===== config.mk =====
export PLATFORM = sky130hd
export DESIGN_NAME = scene_sequencer
export DESIGN_NICKNAME = d
export VERILOG_FILES = /design/src/rtl/video_pkg.sv /design/src/rtl/bounce_axis.sv /design/src/rtl/scene_sequencer.sv
export SDC_FILE = /design/constraint.sdc
export NUM_CORES = 1
export LEC_CHECK = 0
export BUFFER_PORTS_ARGS = -buffer_cell sky130_fd_sc_hd__buf_2
export CELL_PAD_IN_SITES_DETAIL_PLACEMENT = 2
export CELL_PAD_IN_SITES_GLOBAL_PLACEMENT = 2
export CORE_MARGIN = 2
export CORE_UTILIZATION = 32
export DETAILED_ROUTE_END_ITERATION = 7
export PLACE_DENSITY = 0.74
export SLEW_MARGIN = 10
export SYNTH_ARGS = -nofsm -noshare
export SYNTH_HDL_FRONTEND = slang
export SYNTH_SLANG_ARGS = --single-unit

===== constraint.sdc =====
create_clock -name clk -period 2.45 [get_ports clk]
set_input_delay 0.49 -clock clk [delete_from_list [all_inputs] [get_ports clk]]
set_output_delay 0.49 -clock clk [all_outputs]
set_load 0.05 [all_outputs]

===== src/rtl/video_pkg.sv =====
// Shared definitions for the video_controller timeline logic.
//   state_e      : sequencer FSM states
//   layer_en_t   : per-scene layer enable bundle (grids/sprite/text)
//   layer_table  : scene -> layer enable decode
//   DEF_*        : default sprite bounce bounds, reset position and text base
package video_pkg;

  typedef enum logic [2:0] {
    ST_IDLE,
    ST_FADE_IN,
    ST_RUN,
    ST_FADE_OUT,
    ST_RECONF
  } state_e;

  localparam logic [1:0] SCENE_FIRST = 2'd0;
  localparam logic [1:0] SCENE_LAST  = 2'd3;

  localparam logic [3:0] FADE_BLACK  = 4'd15;
  localparam logic [3:0] FADE_IN_END = 4'd1;   // last fade value before RUN
  localparam logic [3:0] FADE_OUT_END = 4'd14; // last fade value before scene change

  localparam int unsigned DEF_PX_MIN   = 180;
  localparam int unsigned DEF_PX_MAX   = 1300;
  localparam int unsigned DEF_LN_MIN   = 40;
  localparam int unsigned DEF_LN_MAX   = 670;
  localparam int unsigned DEF_SPR_INIT = 300;

  localparam logic [11:0] TEXT_PX_BASE = 12'd160;

  typedef struct packed {
    logic grids;
    logic sprite;
    logic text;
  } layer_en_t;

  function automatic layer_en_t layer_table(input logic [1:0] scene);
    layer_en_t le;
    le = '0;
    case (scene)
      2'd0: le.grids = 1'b1;
      2'd1: begin
        le.grids  = 1'b1;
        le.sprite = 1'b1;
      end
      2'd2: begin
        le.grids  = 1'b1;
        le.sprite = 1'b1;
        le.text   = 1'b1;
      end
      default: le.text = 1'b1;
    endcase
    return le;
  endfunction

endpackage


===== src/rtl/bounce_axis.sv =====
// One sprite axis bouncing between MIN and MAX.
//   clk   in  : clock, posedge
//   rst_n in  : asynchronous active-low reset (pos=INIT, direction +1)
//   step  in  : advance one unit in the current direction
//   pos   out : current position, 12 bit
// Direction flips when the new position lands on either bound, so the bound
// itself is visited exactly once per bounce.
module bounce_axis
  import video_pkg::*;
#(
  parameter int unsigned MIN  = DEF_PX_MIN,
  parameter int unsigned MAX  = DEF_PX_MAX,
  parameter int unsigned INIT = DEF_SPR_INIT
) (
  input  logic        clk,
  input  logic        rst_n,
  input  logic        step,
  output logic [11:0] pos
);

  localparam logic [11:0] MIN_C  = 12'(MIN);
  localparam logic [11:0] MAX_C  = 12'(MAX);
  localparam logic [11:0] INIT_C = 12'(INIT);

  logic [11:0] pos_q, pos_d, next_pos;
  logic        dir_q, dir_d;

  always_comb begin
    next_pos = dir_q ? pos_q + 12'd1 : pos_q - 12'd1;
    pos_d    = pos_q;
    dir_d    = dir_q;
    if (step) begin
      pos_d = next_pos;
      if (next_pos == MAX_C || next_pos == MIN_C) begin
        dir_d = ~dir_q;
      end
    end
  end

  always_ff @(posedge clk or negedge rst_n) begin
    if (!rst_n) begin
      pos_q <= INIT_C;
      dir_q <= 1'b1;
    end else begin
      pos_q <= pos_d;
      dir_q <= dir_d;
    end
  end

  assign pos = pos_q;

endmodule


===== src/rtl/scene_sequencer.sv =====
// Demo timeline controller beside the mixer: counts frames, steps four scenes
// with fade in/out, decodes layer enables, bounces the sprite, scrolls text and
// requests FPGA reconfiguration after the last scene.
//   clk, rst_n          : pixel clock / asynchronous active-low reset
//   frame_end           : one-cycle end-of-frame pulse (the frame tick)
//   halt                : freeze, frame_end ignored while high
//   skip                : pulse, end the current RUN scene early
//   reconf_ack          : reconfiguration accepted
//   reconf_req          : high while waiting in RECONF
//   frames [11:0]       : free-running frame count
//   scene [1:0], fade [3:0] : current scene, attenuation (15 = black)
//   grids_en/sprite_en/text_en : layer enables
//   spritepx/spriteln [11:0]   : sprite position
//   text_pixel_offset [11:0], text_offset [7:0] : text scroll
module scene_sequencer
  import video_pkg::*;
#(
  parameter int unsigned SCENE_FRAMES = 512,
  parameter int unsigned PX_MIN       = DEF_PX_MIN,
  parameter int unsigned PX_MAX       = DEF_PX_MAX,
  parameter int unsigned LN_MIN       = DEF_LN_MIN,
  parameter int unsigned LN_MAX       = DEF_LN_MAX,
  parameter int unsigned SPR_INIT     = DEF_SPR_INIT
) (
  input  logic        clk,
  input  logic        rst_n,
  input  logic        frame_end,
  input  logic        halt,
  input  logic        skip,
  input  logic        reconf_ack,
  output logic        reconf_req,
  output logic [11:0] frames,
  output logic [1:0]  scene,
  output logic [3:0]  fade,
  output logic        grids_en,
  output logic        sprite_en,
  output logic        text_en,
  output logic [11:0] spritepx,
  output logic [11:0] spriteln,
  output logic [11:0] text_pixel_offset,
  output logic [7:0]  text_offset
);

  localparam int unsigned CNT_W = (SCENE_FRAMES > 1) ? $clog2(SCENE_FRAMES) : 1;
  localparam logic [CNT_W-1:0] CNT_LAST = CNT_W'(SCENE_FRAMES - 1);

  state_e           state_q, state_d;
  logic [1:0]       scene_q, scene_d;
  logic [3:0]       fade_q, fade_d;
  logic [CNT_W-1:0] cnt_q, cnt_d;
  logic             skip_q, skip_d;
  logic             req_q, req_d;
  logic [11:0]      frames_q, frames_d, frames_next;
  logic [11:0]      tpo_q, tpo_d;
  logic [7:0]       toff_q, toff_d;
  logic             tick;
  layer_en_t        layer;

  assign tick        = frame_end & ~halt;
  assign frames_next = frames_q + 12'd1;

  always_comb begin
    state_d  = state_q;
    scene_d  = scene_q;
    fade_d   = fade_q;
    cnt_d    = cnt_q;
    req_d    = req_q;
    frames_d = frames_q;
    tpo_d    = tpo_q;
    toff_d   = toff_q;
    // skip is only remembered while in RUN; any other state drops it
    skip_d   = (state_q == ST_RUN) ? (skip_q | skip) : 1'b0;

    if (tick) begin
      frames_d = frames_next;
      tpo_d    = TEXT_PX_BASE - {5'd0, frames_next[3:0], 3'd0};
      toff_d   = frames_next[11:4];
    end

    case (state_q)
      ST_IDLE: begin
        if (tick) state_d = ST_FADE_IN;
      end
      ST_FADE_IN: begin
        if (tick) begin
          fade_d = fade_q - 4'd1;
          if (fade_q == FADE_IN_END) begin
            state_d = ST_RUN;
            cnt_d   = '0;
          end
        end
      end
      ST_RUN: begin
        if (tick) begin
          cnt_d = cnt_q + 1'b1;
          // a skip arriving on the tick itself ends the scene on that tick
          if (cnt_q == CNT_LAST || skip_q || skip) begin
            state_d = ST_FADE_OUT;
            skip_d  = 1'b0;
          end
        end
      end
      ST_FADE_OUT: begin
        if (tick) begin
          fade_d = fade_q + 4'd1;
          if (fade_q == FADE_OUT_END) begin
            if (scene_q == SCENE_LAST) begin
              state_d = ST_RECONF;
              req_d   = 1'b1;
            end else begin
              state_d = ST_FADE_IN;
              scene_d = scene_q + 2'd1;
            end
          end
        end
      end
      ST_RECONF: begin
        req_d = 1'b1;
        if (reconf_ack) begin
          state_d = ST_FADE_IN;
          scene_d = SCENE_FIRST;
          fade_d  = FADE_BLACK;
          req_d   = 1'b0;
        end
      end
      default: state_d = ST_IDLE;
    endcase
  end

  always_ff @(posedge clk or negedge rst_n) begin
    if (!rst_n) begin
      state_q  <= ST_IDLE;
      scene_q  <= SCENE_FIRST;
      fade_q   <= FADE_BLACK;
      cnt_q    <= '0;
      skip_q   <= 1'b0;
      req_q    <= 1'b0;
      frames_q <= '0;
      tpo_q    <= TEXT_PX_BASE;
      toff_q   <= '0;
    end else begin
      state_q  <= state_d;
      scene_q  <= scene_d;
      fade_q   <= fade_d;
      cnt_q    <= cnt_d;
      skip_q   <= skip_d;
      req_q    <= req_d;
      frames_q <= frames_d;
      tpo_q    <= tpo_d;
      toff_q   <= toff_d;
    end
  end

  always_comb begin
    layer = '0;
    if (state_q == ST_FADE_IN || state_q == ST_RUN || state_q == ST_FADE_OUT) begin
      layer = layer_table(scene_q);
    end
  end

  bounce_axis #(
    .MIN (PX_MIN),
    .MAX (PX_MAX),
    .INIT(SPR_INIT)
  ) u_axis_px (
    .clk  (clk),
    .rst_n(rst_n),
    .step (tick & layer.sprite),
    .pos  (spritepx)
  );

  bounce_axis #(
    .MIN (LN_MIN),
    .MAX (LN_MAX),
    .INIT(SPR_INIT)
  ) u_axis_ln (
    .clk  (clk),
    .rst_n(rst_n),
    .step (tick & layer.sprite),
    .pos  (spriteln)
  );

  assign reconf_req        = req_q;
  assign frames            = frames_q;
  assign scene             = scene_q;
  assign fade              = fade_q;
  assign grids_en          = layer.grids;
  assign sprite_en         = layer.sprite;
  assign text_en           = layer.text;
  assign text_pixel_offset = tpo_q;
  assign text_offset       = toff_q;

endmodule

* Yosys cells after proc, flatten, opt, wreduce, memory -nomap -nowiden
Index checks and enable logic that the tools add are counted.
Operators by class: mux-type cells 38, eq/ne operators 24, reductions and logical operators 21, add/sub/neg operators 10, bitwise gates (word level) 6
Operators with widths (count):
- adder 12 x 1 -> 12 bit, second input constant | 3
- 2-to-1 mux 3 bit | 10
- 2-to-1 mux 9 bit | 3
- 2-to-1 mux 12 bit | 2
- subtractor 12 x 1 -> 12 bit, second input constant | 2
- inequality test 2 bit, second input constant | 9
- case mux 9 bit (2 select lines) | 1
- case mux 3 bit (5 select lines) | 1
- equality test 12 x 10 -> 1 bit, second input constant | 1
- equality test 12 x 11 -> 1 bit, second input constant | 1
- equality test 12 x 6 -> 1 bit, second input constant | 1
- equality test 12 x 8 -> 1 bit, second input constant | 1
- 2-to-1 mux 4 bit | 3
- case mux 4 bit (3 select lines) | 1
- AND reduction 4 bit | 3
- 2-to-1 mux 1 bit | 11
- adder 9 x 1 -> 9 bit, second input constant | 1
- equality test 9 bit, second input constant | 1
- subtractor 8 x 7 -> 9 bit, first input constant | 1
- 2-to-1 mux 2 bit | 4
- AND reduction 8 bit | 1
- equality test 3 x 2 -> 1 bit, second input constant | 2
- logical OR 1 bit | 6
- AND reduction 5 bit | 1
- 22 further kinds | 29
Word-level totals: logic and storage cells 112, flip-flop bits (word level) 78, bits of input ports 6, output and inout port bits 66

* Depth between registers and ports, before layout
Gate-level depths: netlist (run 1).
word-level depth 6, gate-level depth with buffers 10, mapped depth without buffers 9

* Modules after synthesis
From an unflattened synthesis (run 1), not the netlist that was laid out.
Second synthesis, totals: cells, all modules 439, area total of the unflattened synthesis 4344.2 µm²
By module, submodules not included:
- scene_sequencer | times used 1, cells each 228, sequential area each 908.4 µm², area an instance 2184.6 µm²
- bounce_axis at u_axis_ln | times used 1, cells each 108, sequential area each 331.6 µm², area an instance 1082.3 µm²
- bounce_axis at u_axis_px | times used 1, cells each 103, sequential area each 331.6 µm², area an instance 1077.3 µm²

* Least setup slack after synthesis (run 1)
No wires, ideal clock.
path type register -> output, start register scene_q[0] (netlist: scene[0]), end output port text_en, stages on the path, launching flop included 4, arrival 2.571 ns, buffers on the path 0, data required time 1.960 ns, slack -0.611 ns, cell sequence dfrtp_1 inv_1 ha_1 nor4_1
On the way: cells in the longest elaborated chain, start to end 4, elaborated cells between the ends (all ways) 5, classes of those cells eq/ne: 1; mux: 2; reduce/logical: 2
RTL lines:
- start, declared | RTL line scene_sequencer.sv:48 | logic [1:0] scene_q, scene_d;
- start signal, assigned | RTL line scene_sequencer.sv:143 | scene_q <= scene_d;
- equality test 2 x 1 -> 1 bit or zero test 2 bit (tied branches) | RTL line video_pkg.sv:40 | case (scene)
- OR reduction 2 bit (no source line) *
- 2-to-1 mux 1 bit * | RTL line video_pkg.sv:40
- 2-to-1 mux 3 bit * | RTL line scene_sequencer.sv:156 | if (state_q == ST_FADE_IN || state_q == ST_RUN || state_q == ST_FADE_OUT) begin
- end, declared | RTL line scene_sequencer.sv:37 | output logic text_en,
Mark *: on every way between the ends. The rest lies on a longest branch, timed or not.

* Worst setup path in the final report (run 1)
start register u_axis_ln.dir_q, end register u_axis_ln.dir_q
On the way: cells in the longest elaborated chain, start to end 4, elaborated cells between the ends (all ways) 6, classes of those cells eq/ne: 2; mux: 1; bitwise: 1; reduce/logical: 2
RTL lines:
- start, declared | RTL line bounce_axis.sv:26 | logic dir_q, dir_d;
- start signal, assigned | RTL line bounce_axis.sv:46 | dir_q <= dir_d;
- 2-to-1 mux 12 bit | RTL line bounce_axis.sv:29 | next_pos = dir_q ? pos_q + 12'd1 : pos_q - 12'd1;
- equality test 12 x 10 -> 1 bit or equality test 12 x 6 -> 1 bit (tied branches) | RTL line bounce_axis.sv:34 | if (next_pos == MAX_C || next_pos == MIN_C) begin
- logical OR 1 bit | RTL line bounce_axis.sv:34
- AND reduction 2 bit (no source line)
Several ways; a longest one is shown, not always the timed one. A chain may end at the register's enable or synchronous reset.

==> flow_metrics.tcl, run 1 <==
set metrics [dict create \
    grt_busiest_layer "met2" \
    cp_num_cells 10 \
    synth.avg_cell_area_um2 9.529 \
    insertion_delay_ps 350 \
    final.fill_count 1304 \
    worst-setup-path-type "flop to flop" \
    finalHoldViolCount 0 \
    postRouteWirelength_um 16430 \
    required_ps 2730 \
    dp_slack_ps -401.7 \
    status "complete, but fails checks" \
    synth_fa_ha_area_frac 0.1103 \
    hpwl_um 10160 \
    ir_drop_v 0.0008597 \
    hold_slack_ps 55.23 \
    grt_use_met2 0.4063 \
    p_int_mw 4.248 \
    worst-path-max-fanout 5 \
    synth_seq_cells 62 \
    yosys.area_share.simple 0.1598 \
    critPathLaunchType "flop" \
    drtIter0Drc 127 \
    diodes 0 \
    yosys_warnings 0 \
    io_pins 72 \
    synth_top_family_by_area "compound AO/OA/AOI/OAI gates" \
    globalRouteOverflowTotal 0 \
    grt_pass1_vias 4455 \
    core-area_mm2 0.01277 \
    synth_seq_area_share 0.3723 \
    grt_pass1_wl_um 24230 \
    fp.dieH_um 118.9 \
    via_count 4006 \
    swShare 0.5018 \
    finalInstanceArea_mm2 0.006135 \
    use_met1 0.2515 \
    placed_cell_area_mm2 0.005161 \
    combPwrFrac 0.623 \
    period_share 1.225 \
    r2r_cells 10 \
    via_per_inst 5.243 \
    max_stage_delay_ps 570 \
    grt_usage 0.2189 \
    clock_skew_ps 12.57 \
    cts_root_buf "clkbuf_16" \
    synth_xor_area_frac 0.09870 \
    gp_congestion 0.8146 \
    synth-main-ff-cell "dfrtp_1" \
    sequentialPowerShare 0.217 \
    wl_per_cell_um 21.51 \
    yosys.cell_types.count 61 \
    rsz0062_at_grt "true" \
    crit_chain "clkinvlp_4 > fa_2 > a211o_1 > buf_4 > a21o_1 > a21oi_2 > xnor2_1 > nor4_1 > o2111ai_2 > mux2i_1" \
    finalPower_mw 8.527 \
    muxShareOfSynthArea 0.03794 \
    synth_area_mm2 0.004222 \
    grtUsageMet3 0.03448 \
    htree_levels 3 \
    tightest_slew_ps 496.3 \
    slew_headroom 0.6649 \
    setup_viol_count_final 14 \
    hold_path.class "input pin to async pin" \
    worst-path-buf-inv 2 \
    cts_tree "done" \
    rrSetupSlack_ps -550 \
    drv_cap 0 \
    drive_above_1_share 0.4628 \
    crit_path_start "u_axis_ln.dir_q" \
    synthCells 443 \
    cp_slowest_cell "dfstp_2" \
    p_per_area_mw_per_mm2 1390 \
    numCtsBuffers 9 \
    synth-edff-count 0 \
    r2r-start "u_axis_ln.dir_q" \
    leakage_nw 2.806 \
    place_inst 728 \
    die_area_mm2 0.01413 \
    area_growth_pct 45.32 \
    max_clock_freq_ghz 0.3332 \
    slew_viol_final 0 \
    violations "setup timing" \
    rows 41 \
    critPathTopFamily "compound AO/OA/AOI/OAI gates" \
    drc_errors 0 \
    finalSetupTns_ps -3857 \
    cp-endpoint "u_axis_ln.dir_q" \
    utilization 0.4803 \
    synth_compound_area_frac 0.1615 \
    holdBufCountCts 0 \
    switchingPower_mw 4.279 \
    period_needed_ps 3002 \
    async_flop_share 1.000 \
    reg2reg_to "u_axis_ln.dir_q" \
    antenna_found_initial 0 \
    initial_utilization 0.3305 \
    cp.arrival_ps 3280 \
    grt_max_degree 37 \
    clock_path_buffers 2 \
    endpoint_kind "flop" \
    die_w_um 118.9 \
    first_pass_iters 4 \
    worst_slack_ps -551.6 \
    postRouteAntennaNets 0 \
    clk_pin_slew_ps 70 \
    io_buffers 64 \
    nets 629 \
    pwr-share-clk 0.160 \
    finalNonFillerCells 764 \
    cts_sinks 62 \
]
-- per-layer routing --
metal | part of all wire | vias up
met5 | 0 | -
met4 | 0.027 | 0
met3 | 0.035 | 31
met2 | 0.54 | 86
met1 | 0.39 | 2046
li1 | - | 1843
-- synth_stat cells (7+ instances only) --
cell type / count / area share
a21o_1: 7 / 0.012
a21oi_1: 23 / 0.027
buf_4: 17 / 0.030
clkbuf_1: 9 / 0.0080
dfrtp_1: 46 / 0.27
dfstp_2: 16 / 0.10
ha_1: 34 / 0.10
inv_1: 13 / 0.012
mux2_2: 8 / 0.021
mux2i_1: 7 / 0.017
nand2_1: 45 / 0.040
nand3_1: 15 / 0.018
nor2_1: 26 / 0.023
nor3_1: 13 / 0.015
o21ai_0: 30 / 0.036
xnor2_1: 29 / 0.060
xor2_1: 16 / 0.033
-- cell type report --
class | instances | area, um2 | area share
inverters | 13 | 56.30 | 0.009178
multi-input cells | 343 | 2927 | 0.4771
clock buffers | 9 | 225.2 | 0.03671
repair buffers | 156 | 1046 | 0.1705
well taps | 172 | 215.2 | 0.03508
flip-flops and latches | 62 | 1573 | 0.2564
clock inverters | 7 | 77.57 | 0.01265
repair inverters | 2 | 15.01 | 0.002447
-- repair_timing --
item / in CTS / in global routing
buffers inserted: 8 / 15
gates cloned: 2 / 0
endpoints found under the setup margin: 11 / 17
pin swaps: 21 / 30
gates resized for setup: 51 / 44
-- worst reg2reg max path, delay by kind of cell, from the launching register on --
family                   cells  cell delay (ps)
AO/OA/AOI/OAI                4              880
flip-flops                   1              570
AND/OR/NAND/NOR              1              420
adder cells (fa/ha/maj)      1              390
buffers and inverters        2              360
multiplexers                 1              210
XOR/XNOR                     1              110
-- power groups by stage --
stage	combinational, mW	clock [mW]	sequential [mW]
CTS	4.83	1.38	1.85
floorplan	2.23	0	2.59
global route	5.68	1.43	1.91
global placement	4.24	0	1.79
detailed placement	4.44	0	1.83
finish	5.31	1.37	1.85
-- flip-flops by register name, indices dropped and copies added (netlist names), 2 cells and up --
signal,count
cnt_q,9
fade,4
frames,12
scene,2
state_q,3
text_pixel_offset,4
u_axis_ln.pos,12
u_axis_px.pos,12
-- cells in the final DEF, fill, tap and decap left out, drive strengths merged, types with 16 or more instances in the layout --
cell type | netlist | routed
dfstp | 16 | 16
xor2 | 16 | 16
nor2 | 26 | 26
dfrtp | 46 | 46
ha | 34 | 34
nand2 | 45 | 45
o21ai | 32 | 32
buf | 22 | 156
a21oi | 24 | 24
xnor2 | 29 | 29
-- worst min path at each step --
stage / from / end / cells past startpoint
after floorplan: rst_n / cnt_q[0] / 0
after global placement: rst_n / reconf_req / 1
after detailed placement: rst_n / reconf_req / 1
after CTS: rst_n / state_q[0] / 1
after global routing: rst_n / state_q[2] / 1
final: rst_n / state_q[2] / 1
-- kinds of logic (layout without fill, tap and decap cells) --
family / count (synthesis) / after routing
DFF: 62 / 62
AOI/OAI and AO/OA: 103 / 103
adders and majority gates: 36 / 36
and+or+nand+nor: 136 / 136
buffers and inverters: 44 / 187
other: 1 / 7
muxes: 15 / 15
xor gates and xnor gates: 46 / 46
(Power assumes the default switching activity.)
==> run 2: changes to the inputs <==
--- a/config.mk
+++ b/config.mk
@@ -11,6 +11,8 @@
 export CORE_MARGIN = 2
 export CORE_UTILIZATION = 32
 export DETAILED_ROUTE_END_ITERATION = 7
+export HOLD_SLACK_MARGIN = 0.06
+export MAX_ROUTING_LAYER = met4
 export PLACE_DENSITY = 0.74
 export SLEW_MARGIN = 10
 export SYNTH_ARGS = -nofsm -noshare
==> flow_metrics.tcl, run 2 (same netlist as run 1, synthesis figures left out) <==
set metrics [dict create \
    status "complete, but fails checks" \
    violations "setup timing" \
    antenna_found_initial 0 \
    drc_errors 0 \
    hpwl_um 10160 \
    gp_congestion 0.8267 \
    clock_skew_ps 9.448 \
    io_buffers 64 \
    die_w_um 118.9 \
    clk_pin_slew_ps 60 \
    grt_usage 0.2251 \
    cp.arrival_ps 3310 \
    first_pass_iters 4 \
    drv_cap 0 \
    required_ps 2710 \
    swShare 0.5003 \
    max_stage_delay_ps 580 \
    slew_viol_final 0 \
    pwr-share-clk 0.160 \
    core-area_mm2 0.01277 \
    worst-path-max-fanout 5 \
    final_common_cell "buf_4" \
    cts_sinks 62 \
    period_share 1.246 \
    setup_viol_count_final 14 \
    rrSetupSlack_ps -600 \
    finalInstanceArea_mm2 0.006137 \
    insertion_delay_ps 340 \
    nets 629 \
    critPathLaunchType "flop" \
    placed_cell_area_mm2 0.005161 \
    die_area_mm2 0.01413 \
    globalRouteOverflowTotal 0 \
    postRouteWirelength_um 16390 \
    min-delay-start "reconf_ack" \
    postRouteAntennaNets 0 \
    finalHoldViolCount 0 \
    endpoint_kind "flop" \
    crit_path_start "u_axis_ln.dir_q" \
    utilization 0.4805 \
    crit_chain "clkinvlp_4 > fa_2 > a211o_1 > a2111oi_4 > o31ai_1 > a21oi_1 > xor2_1 > o2111ai_2 > mux2i_1" \
    htree_levels 3 \
    diodes 0 \
    switchingPower_mw 4.255 \
    rsz0062_at_grt "true" \
    drive_above_1_share 0.4611 \
    critPathTopFamily "compound AO/OA/AOI/OAI gates" \
    max_clock_freq_ghz 0.3276 \
    io_pins 72 \
    grt_pass1_wl_um 24210 \
    clock_path_buffers 2 \
    p_per_area_mw_per_mm2 1386 \
    worst_slack_ps -602.9 \
    numCtsBuffers 9 \
    drtIter0Drc 136 \
    rows 41 \
    hold_path.class "input pin to flop" \
    cp_slowest_cell "dfstp_2" \
    sequentialPowerShare 0.217 \
    wl_per_cell_um 21.45 \
    r2r-start "u_axis_ln.dir_q" \
    combPwrFrac 0.623 \
    p_int_mw 4.250 \
    period_needed_ps 3053 \
    grt_pass1_vias 4463 \
    ir_drop_v 0.0008592 \
    cts_root_buf "clkbuf_16" \
    finalSetupTns_ps -3886 \
    mostFrequentLayoutCells "buf_4, buf_2, nand2_1, dfrtp_1, nor2_1" \
    via_count 3985 \
    tightest_slew_ps 495.0 \
    leakage_nw 2.806 \
    dp_slack_ps -401.7 \
    slew_headroom 0.6658 \
    initial_utilization 0.3305 \
    cts_tree "done" \
    area_growth_pct 45.38 \
    worst-path-buf-inv 1 \
    worst-setup-path-type "flop to flop" \
    fp.dieH_um 118.9 \
    grt_max_degree 37 \
    via_per_inst 5.216 \
]
==> run 2: changes by cell type in the layout (fill, tap and decap cells not counted) <==
cell / change
buf_4: -1
dlygate4sd3_1: +1
==> run 2: layout make-up <==
type,count,area [um2]
Multi-Input combinational cell,343,2927
Clock buffer,9,225.2
Sequential cell,62,1573
Timing Repair inverter,2,15.01
Tap cell,172,215.2
Timing Repair Buffer,156,1049
Clock inverter,7,77.57
Inverter,13,56.30
Fill cell,1302,6636
==> run 2: worst reg2reg max path: cells and delay by family, from the launching register on <==
kind            cells  cell delay [ps]
compound gates      5             1320
xor+xnor            1              260
flops               1              580
buf+inv             1              190
fa+ha+maj           1              390
mux                 1              240
==> run 2: routing by layer <==
| layer | GRT usage | wire length (um) | vias to the layer above |
|---|---|---|---|
| met3 | 0.03257 | 416 | 19 |
| met5 | - | 0 | - |
| met4 | 0.08110 | 269 | 0 |
| met1 | 0.2533 | 6579 | 2036 |
| li1 | - | - | 1849 |
| met2 | 0.4055 | 9120 | 81 |
==> run 2: final timing paths <==
| kind | endpoint | depth (start not counted) |
|---|---|---|
| worst max register to register | u_axis_ln.dir_q | 9 |
| min in group asynchronous | state_q[2] | 2 |
| worst min-delay path | reconf_req | 2 |
| worst max-delay path | u_axis_ln.dir_q | 9 |
| worst min register to register | text_pixel_offset[5] | 2 |
| max in group asynchronous | text_pixel_offset[5] | 3 |
==> run 2: metrics by stage <==
| stage | total power [mW] | instances | hold slack, ps |
|---|---|---|---|
| 2_1_floorplan | 4.821 | 449 | 194.4 |
| 3_3_place_gp | 6.033 | 728 | 417.5 |
| 3_5_place_dp | 6.273 | 728 | 427.0 |
| 4_1_cts | 8.062 | 754 | 401.6 |
| 5_1_grt | 9.010 | 764 | 433.0 |
| 6_report | 8.505 | 764 | 417.3 |
==> run 2: timing repair <==
item / in CTS / in global routing
gates resized for setup: 51 / 44
hold endpoints to repair: 3 / 0
setup endpoints to repair: 11 / 17
setup buffers: 8 / 14
hold buffers: 1 / 0
cloned: 2 / 0
pin swaps: 21 / 31
==> run 2: power groups by stage <==
stage	combinational (mW)	sequential (mW)	clock (mW)
after global routing	5.68	1.90	1.43
after detailed placement	4.44	1.83	0
after floorplan	2.23	2.59	0
final	5.30	1.85	1.36
after global placement	4.24	1.79	0
after CTS	4.83	1.85	1.38
==> run 3: changes to the inputs <==
--- a/config.mk
+++ b/config.mk
@@ -13,8 +13,9 @@
 export DETAILED_ROUTE_END_ITERATION = 7
 export HOLD_SLACK_MARGIN = 0.06
 export MAX_ROUTING_LAYER = met4
-export PLACE_DENSITY = 0.74
+export PLACE_DENSITY = 0.73
 export SLEW_MARGIN = 10
 export SYNTH_ARGS = -nofsm -noshare
 export SYNTH_HDL_FRONTEND = slang
+export SYNTH_HIERARCHICAL = 1
 export SYNTH_SLANG_ARGS = --single-unit
==> flow_metrics.tcl, run 3 <==
set metrics [dict create \
    required_ps 2710 \
    async_flop_share 1.000 \
    io_buffers 64 \
    worst-path-buf-inv 3 \
    clock_skew_ps 9.694 \
    yosys.cell_types.count 76 \
    pwr-share-clk 0.140 \
    synth_seq_cells 62 \
    drc_errors 0 \
    critPathLaunchType "flop" \
    max_stage_delay_ps 590 \
    finalSetupTns_ps -3411 \
    htree_levels 3 \
    leakage_nw 2.870 \
    synth_top_area_frac 0.2650 \
    final.fill_count 1398 \
    endpoint_kind "flop" \
    p_per_area_mw_per_mm2 1463 \
    cts_sinks 62 \
    first_pass_iters 4 \
    cts_root_buf "clkbuf_16" \
    status "complete, but fails checks" \
    grt_usage 0.2429 \
    synth_area_mm2 0.004344 \
    nets 629 \
    diodes 0 \
    hpwl_um 10480 \
    placed_cell_area_mm2 0.005303 \
    synth-edff-count 0 \
    via_per_inst 5.280 \
    swShare 0.4927 \
    grt_pass1_wl_um 26190 \
    clock_path_buffers 2 \
    mostFrequentLayoutCells "buf_4, buf_2, dfrtp_1" \
    drtIter0Drc 210 \
    slew_headroom 0.5692 \
    slew_viol_final 0 \
    gp_congestion 0.8451 \
    holdBufCountCts 0 \
    antenna_found_initial 0 \
    cts_tree "done" \
    p_int_mw 4.691 \
    max_clock_freq_ghz 0.3180 \
    period_share 1.283 \
    combPwrFrac 0.660 \
    insertion_delay_ps 350 \
    drv_cap 0 \
    synth_common_cells "dfrtp_1, ha_1, nand2_1" \
    synth.most_common_cell "dfrtp_1" \
    worst_slack_ps -694.3 \
    via_count 4050 \
    setup_viol_count_final 14 \
    synth.avg_cell_area_um2 9.896 \
    tightest_slew_ps 646.1 \
    core-area_mm2 0.01324 \
    postRouteAntennaNets 0 \
    sequentialPowerShare 0.200 \
    synth_seq_area_share 0.3618 \
    synth-main-ff-cell "dfrtp_1" \
    worst-path-max-fanout 5 \
    drive_above_1_share 0.4924 \
    rsz0062_at_grt "true" \
    cp.arrival_ps 3400 \
    place_inst 727 \
    initial_utilization 0.3280 \
    globalRouteOverflowTotal 0 \
    cp_slowest_cell "or4_4" \
    critPathTopFamily "simple AND/OR/NAND/NOR gates" \
    area_growth_pct 45.51 \
    die_w_um 120.5 \
    numCtsBuffers 9 \
    die_area_mm2 0.01452 \
    finalInstanceArea_mm2 0.006321 \
    grt_max_degree 63 \
    ir_drop_v 0.0005074 \
    fp.dieH_um 120.5 \
    violations "setup timing" \
    period_needed_ps 3144 \
    critPathMostFrequentCell "buf_4" \
    r2r-start "u_axis_ln/dir_q" \
    finalNonFillerCells 767 \
    postRouteWirelength_um 17990 \
    io_pins 72 \
    crit_path_start "u_axis_ln/dir_q" \
    yosys_warnings 6 \
    rrSetupSlack_ps -690 \
    clk_pin_slew_ps 60 \
    wl_per_cell_um 23.46 \
    dp_slack_ps -558.4 \
    worst-setup-path-type "flop to flop" \
    synthCells 439 \
    ys_top_cells_by_area "dfrtp_1, ha_1, dfstp_2" \
    switchingPower_mw 4.556 \
    finalPower_mw 9.247 \
    crit_chain "clkinvlp_4 > buf_4 > buf_4 > ha_4 > nand3_2 > and2_1 > nand2_1 > a311oi_4 > or4_4 > a2111oi_4 > xnor2_1" \
    hold_path.class "input pin to async pin" \
    rows 42 \
    grt_pass1_vias 4574 \
    synth.largest_area_cell "dfrtp_1" \
    final_common_cell "buf_4" \
    finalHoldViolCount 0 \
]
[run 3: cell types whose count changed in the layout (fill, tap and decap cells not counted), sizes merged, moves of 3 or more]
cell	delta
mux2	+7
nand4	+5
clkbuf	+7
and4	+3
clkinvlp	-3
o21ai	-19
nand2	-11
nor3	-3
buf	+6
o21a	+3
xnor2	-3
nor2	+4
[run 3: final cells by class]
cell class / count / area (um2) / area share
Inverter: 19 / 78.83 / 0.01247
Multi-Input combinational cell: 333 / 3037 / 0.4804
Timing Repair Buffer: 161 / 1119 / 0.1770
Sequential cell: 62 / 1575 / 0.2492
Tap cell: 176 / 220.2 / 0.03484
Clock buffer: 16 / 291.5 / 0.04612
[run 3: power groups by stage]
stage               registers [mW]  logic, mW  clock network (mW)
finish                        1.85       6.10                1.30
global route                  1.90       6.44                1.37
global placement              1.76       4.62                   0
floorplan                     2.73       2.26                   0
detailed placement            1.79       4.84                   0
CTS                           1.83       5.54                1.30
[run 3: path summary, 6_finish.rpt]
kind	end	cells after the start
setup / recovery	u_axis_ln/dir_q	11
hold / removal	scene[1]	2
setup reg to reg	u_axis_ln/dir_q	11
hold reg to reg	text_pixel_offset[5]	2
max in group asynchronous	text_pixel_offset[7]	2
min in group clk	state_q[0]	2
[run 3: repair_timing]
| item | CTS | global route |
|---|---|---|
| endpoints found under the setup margin | 10 | 16 |
| pin swaps | 32 | 29 |
| setup buffers | 16 | 13 |
| hold endpoints to repair | 0 | 0 |
| gates resized for setup | 61 | 26 |
[run 3: metal layers]
metal | share of wire | GRT usage
met1 | 0.39 | 0.2683
met2 | 0.54 | 0.4340
met3 | 0.027 | 0.03208
met4 | 0.038 | 0.1119
met5 | 0 | -
[run 3: kinds of logic after synthesis]
| group | synth area share |
|---|---|
| muxes | 0.05501 |
| xor gates and xnor gates | 0.08612 |
| and+or+nand+nor | 0.1881 |
| other | 0.0008632 |
| AOI/OAI and AO/OA | 0.1325 |
| adders and majority gates | 0.1100 |
| buffers and inverters | 0.06567 |
| DFF | 0.3617 |
[run 3: per-stage QoR]
| stage | hold slack, ps | utilization |
|---|---|---|
| 2_1_floorplan | 194.4 | - |
| 3_3_place_gp | 446.7 | 0.4004 |
| 3_5_place_dp | 460.0 | 0.4004 |
| 4_1_cts | 171.8 | 0.4610 |
| 5_1_grt | 184.0 | 0.4773 |
| 6_report | 166.0 | 0.4773 |
